[config.mk]
export PLATFORM = sky130hd
export DESIGN_NAME = id_inst_buffer_flat
export DESIGN_NICKNAME = d
export VERILOG_FILES = /design/src/rtl/id_inst_buffer_if.sv /design/src/rtl/id_inst_buffer.sv /design/src/flat_wrapper.sv
export SDC_FILE = /design/constraint.sdc
export NUM_CORES = 1
export LEC_CHECK = 0
export BUFFER_PORTS_ARGS = -buffer_cell sky130_fd_sc_hd__buf_2
export CORE_ASPECT_RATIO = 0.8
export CORE_MARGIN = 3
export CORE_UTILIZATION = 25
export CTS_BUF_LIST = sky130_fd_sc_hd__clkbuf_4 sky130_fd_sc_hd__clkbuf_8
export DETAILED_ROUTE_END_ITERATION = 8
export MAX_ROUTING_LAYER = met4
export PLACE_DENSITY = 0.45
export SLEW_MARGIN = 20
export SYNTH_ARGS = -nofsm -noshare
export SYNTH_HDL_FRONTEND = slang
export SYNTH_SLANG_ARGS = --single-unit
[constraint.sdc]
create_clock -name clk -period 8 [get_ports clk]
set_clock_uncertainty 0.2 [all_clocks]
set_input_delay 1.6 -clock clk [delete_from_list [all_inputs] [get_ports clk]]
set_output_delay 1.6 -clock clk [all_outputs]
set_load 0.005 [all_outputs]
[src/rtl/id_inst_buffer_if.sv]
// Handshake bundle between the instruction cache, the ID instruction buffer and decode.
// The master modport is the environment side and drives pushes, flush and decode-ready.
interface id_inst_buffer_if #(
    parameter int DEPTH  = 4,
    parameter int PC_W   = 32,
    parameter int INST_W = 32
);
    localparam int CW = $clog2(DEPTH) + 1;

    logic              flush;
    logic              in_valid;
    logic              in_ready;
    logic [PC_W-1:0]   in_pc;
    logic [INST_W-1:0] in_inst;
    logic              out_valid;
    logic              out_ready;
    logic [PC_W-1:0]   out_pc;
    logic [INST_W-1:0] out_inst;
    logic [CW-1:0]     count;
    logic              almost_full;

    modport master (
        output flush, in_valid, in_pc, in_inst, out_ready,
        input  in_ready, out_valid, out_pc, out_inst, count, almost_full
    );

    modport slave (
        input  flush, in_valid, in_pc, in_inst, out_ready,
        output in_ready, out_valid, out_pc, out_inst, count, almost_full
    );
endinterface

[src/rtl/id_inst_buffer.sv]
// Instruction buffer between IC and decode: circular pc/inst array plus a registered
// output stage. Empty-array pushes bypass straight into the output stage.
module id_inst_buffer #(
    parameter int DEPTH    = 4,
    parameter int PC_W     = 32,
    parameter int INST_W   = 32,
    parameter int AF_LEVEL = DEPTH - 1
) (
    input  logic            clk,
    input  logic            rst,
    id_inst_buffer_if.slave bus
);
    localparam int AW = $clog2(DEPTH);
    localparam int CW = AW + 1;

    logic [PC_W-1:0]   r_mem_pc   [DEPTH];
    logic [INST_W-1:0] r_mem_inst [DEPTH];

    logic [AW-1:0]     r_wr_ptr;
    logic [AW-1:0]     r_rd_ptr;
    logic [CW-1:0]     r_count;
    logic              r_out_valid;
    logic [PC_W-1:0]   r_out_pc;
    logic [INST_W-1:0] r_out_inst;

    logic [AW-1:0]     w_wr_ptr_nxt;
    logic [AW-1:0]     w_rd_ptr_nxt;
    logic [CW-1:0]     w_count_nxt;
    logic              w_out_valid_nxt;
    logic [PC_W-1:0]   w_out_pc_nxt;
    logic [INST_W-1:0] w_out_inst_nxt;

    logic w_in_ready;
    logic w_push;
    logic w_load;
    logic w_pop;
    logic w_bypass;
    logic w_wr_en;

    // A same-cycle pop never relieves in_ready: it looks only at the registered count.
    assign w_in_ready = (r_count < CW'(DEPTH));
    assign w_push     = bus.in_valid && w_in_ready;
    assign w_load     = !r_out_valid || bus.out_ready;
    assign w_pop      = w_load && (r_count != {CW{1'b0}});
    assign w_bypass   = w_load && (r_count == {CW{1'b0}}) && w_push;
    assign w_wr_en    = w_push && !w_bypass;

    // Next-state for pointers, occupancy and the output stage.
    always_comb begin
        w_wr_ptr_nxt    = r_wr_ptr;
        w_rd_ptr_nxt    = r_rd_ptr;
        w_count_nxt     = r_count + CW'(w_wr_en) - CW'(w_pop);
        w_out_valid_nxt = r_out_valid;
        w_out_pc_nxt    = r_out_pc;
        w_out_inst_nxt  = r_out_inst;

        if (w_wr_en) begin
            w_wr_ptr_nxt = r_wr_ptr + AW'(1);
        end else begin
            w_wr_ptr_nxt = r_wr_ptr;
        end

        if (w_pop) begin
            w_rd_ptr_nxt = r_rd_ptr + AW'(1);
        end else begin
            w_rd_ptr_nxt = r_rd_ptr;
        end

        // Head of the array has priority over the bypass so order is preserved.
        if (w_load) begin
            if (w_pop) begin
                w_out_valid_nxt = 1'b1;
                w_out_pc_nxt    = r_mem_pc[r_rd_ptr];
                w_out_inst_nxt  = r_mem_inst[r_rd_ptr];
            end else if (w_bypass) begin
                w_out_valid_nxt = 1'b1;
                w_out_pc_nxt    = bus.in_pc;
                w_out_inst_nxt  = bus.in_inst;
            end else begin
                w_out_valid_nxt = 1'b0;
                w_out_pc_nxt    = {PC_W{1'b0}};
                w_out_inst_nxt  = {INST_W{1'b0}};
            end
        end else begin
            w_out_valid_nxt = r_out_valid;
            w_out_pc_nxt    = r_out_pc;
            w_out_inst_nxt  = r_out_inst;
        end
    end

    // Control and output-stage registers; reset dominates flush, flush dominates traffic.
    always_ff @(posedge clk) begin
        if (rst) begin
            r_wr_ptr    <= {AW{1'b0}};
            r_rd_ptr    <= {AW{1'b0}};
            r_count     <= {CW{1'b0}};
            r_out_valid <= 1'b0;
            r_out_pc    <= {PC_W{1'b0}};
            r_out_inst  <= {INST_W{1'b0}};
        end else if (bus.flush) begin
            r_wr_ptr    <= {AW{1'b0}};
            r_rd_ptr    <= {AW{1'b0}};
            r_count     <= {CW{1'b0}};
            r_out_valid <= 1'b0;
            r_out_pc    <= {PC_W{1'b0}};
            r_out_inst  <= {INST_W{1'b0}};
        end else begin
            r_wr_ptr    <= w_wr_ptr_nxt;
            r_rd_ptr    <= w_rd_ptr_nxt;
            r_count     <= w_count_nxt;
            r_out_valid <= w_out_valid_nxt;
            r_out_pc    <= w_out_pc_nxt;
            r_out_inst  <= w_out_inst_nxt;
        end
    end

    // Storage array write port; contents need no reset since count gates every read.
    always_ff @(posedge clk) begin
        if (w_wr_en && !bus.flush && !rst) begin
            r_mem_pc[r_wr_ptr]   <= bus.in_pc;
            r_mem_inst[r_wr_ptr] <= bus.in_inst;
        end
    end

    assign bus.in_ready    = w_in_ready;
    assign bus.out_valid   = r_out_valid;
    assign bus.out_pc      = r_out_pc;
    assign bus.out_inst    = r_out_inst;
    assign bus.count       = r_count;
    assign bus.almost_full = (r_count >= CW'(AF_LEVEL));
endmodule

[src/flat_wrapper.sv]
// flat-port wrapper written by rule: the top's interface ports become plain ports
module id_inst_buffer_flat 
#(
    parameter int DEPTH    = 4,
    parameter int PC_W     = 32,
    parameter int INST_W   = 32,
    parameter int AF_LEVEL = DEPTH - 1
)
  (clk, rst, bus_flush, bus_in_valid, bus_in_pc, bus_in_inst, bus_out_ready, bus_in_ready, bus_out_valid, bus_out_pc, bus_out_inst, bus_count, bus_almost_full);
  id_inst_buffer_if #(.DEPTH(DEPTH), .PC_W(PC_W), .INST_W(INST_W)) bus_i ();
  input  logic clk;
  input  logic rst;
  input wire logic [$bits(bus_i.flush)-1:0] bus_flush;
  input wire logic [$bits(bus_i.in_valid)-1:0] bus_in_valid;
  input wire logic [$bits(bus_i.in_pc)-1:0] bus_in_pc;
  input wire logic [$bits(bus_i.in_inst)-1:0] bus_in_inst;
  input wire logic [$bits(bus_i.out_ready)-1:0] bus_out_ready;
  output wire logic [$bits(bus_i.in_ready)-1:0] bus_in_ready;
  output wire logic [$bits(bus_i.out_valid)-1:0] bus_out_valid;
  output wire logic [$bits(bus_i.out_pc)-1:0] bus_out_pc;
  output wire logic [$bits(bus_i.out_inst)-1:0] bus_out_inst;
  output wire logic [$bits(bus_i.count)-1:0] bus_count;
  output wire logic [$bits(bus_i.almost_full)-1:0] bus_almost_full;
  assign bus_i.flush = bus_flush;
  assign bus_i.in_valid = bus_in_valid;
  assign bus_i.in_pc = bus_in_pc;
  assign bus_i.in_inst = bus_in_inst;
  assign bus_i.out_ready = bus_out_ready;
  assign bus_in_ready = bus_i.in_ready;
  assign bus_out_valid = bus_i.out_valid;
  assign bus_out_pc = bus_i.out_pc;
  assign bus_out_inst = bus_i.out_inst;
  assign bus_count = bus_i.count;
  assign bus_almost_full = bus_i.almost_full;
  id_inst_buffer #(.DEPTH(DEPTH), .PC_W(PC_W), .INST_W(INST_W), .AF_LEVEL(AF_LEVEL)) u_core (.clk(clk), .rst(rst), .bus(bus_i));
endmodule
==> flow_summary.ini <==
[run_status]
status = finished clean

[sta]
worst_pin_slew_ns = 1.091
setup_viol = 0
worst_slack_ns = 4.546
max_freq_mhz = 289.5
relSlewSlack_pct = 27.26
rsz0062_at_grt = no
final_hold_viol_count = 0
post-route-min-period_ns = 3.454
whs_ns = 0.2772
slew_viol_final = 0
fin_tns_setup_ns = 0
finalCritPeriodShare_pct = 43.18

[layout]
final_util_pct = 30.56
syn_to_final_growth_pct = 19.93
nets = 912
final-seq-area_mm2 = 0.009176
final_layout_size_suffix_gt1_share_pct = 36.17
final_area_mm2 = 0.01489
multi_input_area_mm2 = 0.002654
fill_cells = 4807

[route]
wire_per_inst_um = 18.49
final_antenna_net_count = 0
vias = 6481
drc = 0
drt_iter0_drc = 445
drt_wl_total_mm = 28.70
routed_via_density = 4.176
dr.pass1.iters = 4

[global_route]
grt_pass1_wl_mm = 43.59
grt_overflow = 0
antenna_found_initial = 4
grt_start_max_net_pins = 65
grt.total_usage_pct = 11.46
grt_pass1_vias = 6853

[flow_run]
cap_violations = 0

[floorplan]
ios = 139
die_y_um = 205.4
chipWidth_um = 255.2
die_area_mm2 = 0.05240
rows = 72
start_util_pct = 25.48
core-area_mm2 = 0.04874

[yosys]
synth.ff_latch_count = 330
synth_top_cell_by_area = edfxtp_1
ys_types = 35
synth.avg_cell_area_um2 = 18.59
async_reset_ff_share_pct = 0
synthTopCellsByArea = edfxtp_1 (62%), dfxtp_1 (12%), mux4_2 (11%)
synth_edf_count = 256
synthesis.area_mm2 = 0.01242
syn_nets = 744
netlist_instances = 668
ys_seq_area_share_pct = 73.83
ys.flop_type = edfxtp_1
yosysWarnings = 0
synth_top_area_share_pct = 61.90

[critical_path]
worst_setup_path_start_kind = flop
arrival_ns = 1.65
cpMaxStageDelayCell = dfxtp_1
critPathMaxStageDelay_ns = 0.38
worstPathCellList = inv_1 -> ha_1 -> o21ai_0 -> nand2_1 -> buf_2
critPathKind = reg -> out
crit_fanout = 4
required_ns = 6.20
cp-end-kind = primary output

[placement]
dp_hpwl_mm = 16.25
gp_congestion = 0.6599
portBuffers = 138
place_area_mm2 = 0.01365
place_ws_ns = 4.023

[clock_network]
root_buffer = clkbuf_8
post_cts_buffers = 0
clkLatencyLatePin_ns = 0.60
cts_buffer_depth = 3
cts_resized = 0
cts_made_buffers = 55
cts.sinks = 330
htreeDepth = 2
cts_tree = yes
ctsHoldBuffers = 0
clkTransAtPathRegs_ns = 0.06

[min_path]
min_path_type = reg -> reg

[pwr]
cellLeakagePower_nw = 5.050
p_per_area_mw_per_mm2 = 273.0
vdd_drop_max_uv = 98.86
-- registers in the layout, summed over array words and instances, names as in the netlist, named ones only --
name / cells
u_core.r_mem_inst: 128
u_core.r_mem_pc: 128
u_core.bus.out_inst: 32
u_core.bus.out_pc: 32
u_core.bus.count: 3
u_core.r_rd_ptr: 2
u_core.r_wr_ptr: 2
u_core.bus.out_valid: 1
-- path summary, 6_finish.rpt --
path                                                      startpoint                                   end  slack (ns)  cells after the start
worst min register to register  u_core.bus.out_inst[13]$_SDFFE_PP0P_  u_core.bus.out_inst[13]$_SDFFE_PP0P_        0.28                      2
worst max-delay path                  u_core.bus.count[2]$_SDFF_PP0_                       bus_almost_full        4.55                      5
worst max register to register                                  flop  u_core.bus.out_inst[22]$_SDFFE_PP0P_        5.30                      4
worst min-delay path            u_core.bus.out_inst[13]$_SDFFE_PP0P_  u_core.bus.out_inst[13]$_SDFFE_PP0P_        0.28                      2
-- layout make-up --
class	instances	share of cell area, %
Clock inverter	14	0.7392
Sequential cell	330	61.61
Tap cell	666	5.595
Multi-Input combinational cell	235	17.82
Antenna cell	4	0.06720
Timing Repair Buffer	145	5.259
Clock buffer	89	7.174
Inverter	69	1.739
-- critical path, delay by kind of cell, from the launching register on --
family | cells | cell delay [ns]
AND/OR/NAND/NOR | 1 | 0.06
adder cells (fa/ha/maj) | 1 | 0.20
flip-flops | 1 | 0.38
buffers and inverters | 2 | 0.26
AO/OA/AOI/OAI | 1 | 0.16
-- stage by stage --
stage,power [mW],cells
finish,4.066,1552
global route,4.292,1552
CTS,4.152,1546
detailed placement,2.556,1443
global placement,2.554,1443
floorplan,2.397,668
-- kinds of logic (layout without fill, tap and decap cells) --
family,after synthesis,count (layout),synth area share [%]
AO/OA/AOI/OAI,136,136,7.062
XOR/XNOR,3,3,0.2116
adder cells (fa/ha/maj),7,7,0.7657
buffers and inverters,103,317,4.977
flip-flops,330,330,73.83
multiplexers,65,65,11.81
other,0,4,0
AND/OR/NAND/NOR,24,24,1.350
-- synthesized netlist by cell type, types with 7 or more instances --
cell and n:
edfxtp_1 256, buf_2 10, buf_4 8, clkinv_1 49, a22oi_1 62, inv_1 20, mux4_2 60, o21ai_1 60
dfxtp_1 74, nor2_1 7
-- cell usage in the layout (no fill, tap or decap), types with 2 or more instances in the layout --
cell type | netlist | final
clkinv_2 | 0 | 4
mux4_2 | 60 | 60
diode_2 | 0 | 4
nor2_1 | 7 | 7
nand2_1 | 3 | 3
buf_16 | 0 | 2
clkbuf_4 | 0 | 25
buf_2 | 10 | 138
inv_1 | 20 | 20
a22oi_1 | 62 | 62
edfxtp_1 | 256 | 256
mux4_1 | 4 | 4
nor2_4 | 2 | 2
a31o_2 | 2 | 2
dfxtp_1 | 74 | 72
nand2b_4 | 2 | 2
a22oi_2 | 2 | 2
and3_4 | 0 | 4
o21ai_1 | 60 | 60
and2_1 | 2 | 2
buf_4 | 8 | 5
bufinv_16 | 0 | 2
dfxtp_4 | 0 | 2
clkinv_1 | 49 | 57
o21ai_0 | 6 | 6
ha_1 | 6 | 6
xnor2_1 | 3 | 3
clkbuf_8 | 0 | 64
-- metal layers --
layer | vias up | global-route usage [%] | share of wire (%)
li1 | 2967 | - | -
met1 | 3309 | 15.63 | 48
met2 | 146 | 15.92 | 43
met3 | 59 | 3.880 | 7.0
met4 | 0 | 3.887 | 2.3
met5 | - | - | 0
-- power by group --
group | internal [mW] | switching (mW) | leakage [nW] | total [mW]
Combinational | 0.237 | 0.258 | 1.51 | 0.495
Clock | 0.906 | 0.658 | 0.632 | 1.56
Sequential | 1.93 | 0.0735 | 2.91 | 2.01
No activity file was read; power rests on OpenSTA's default activity.
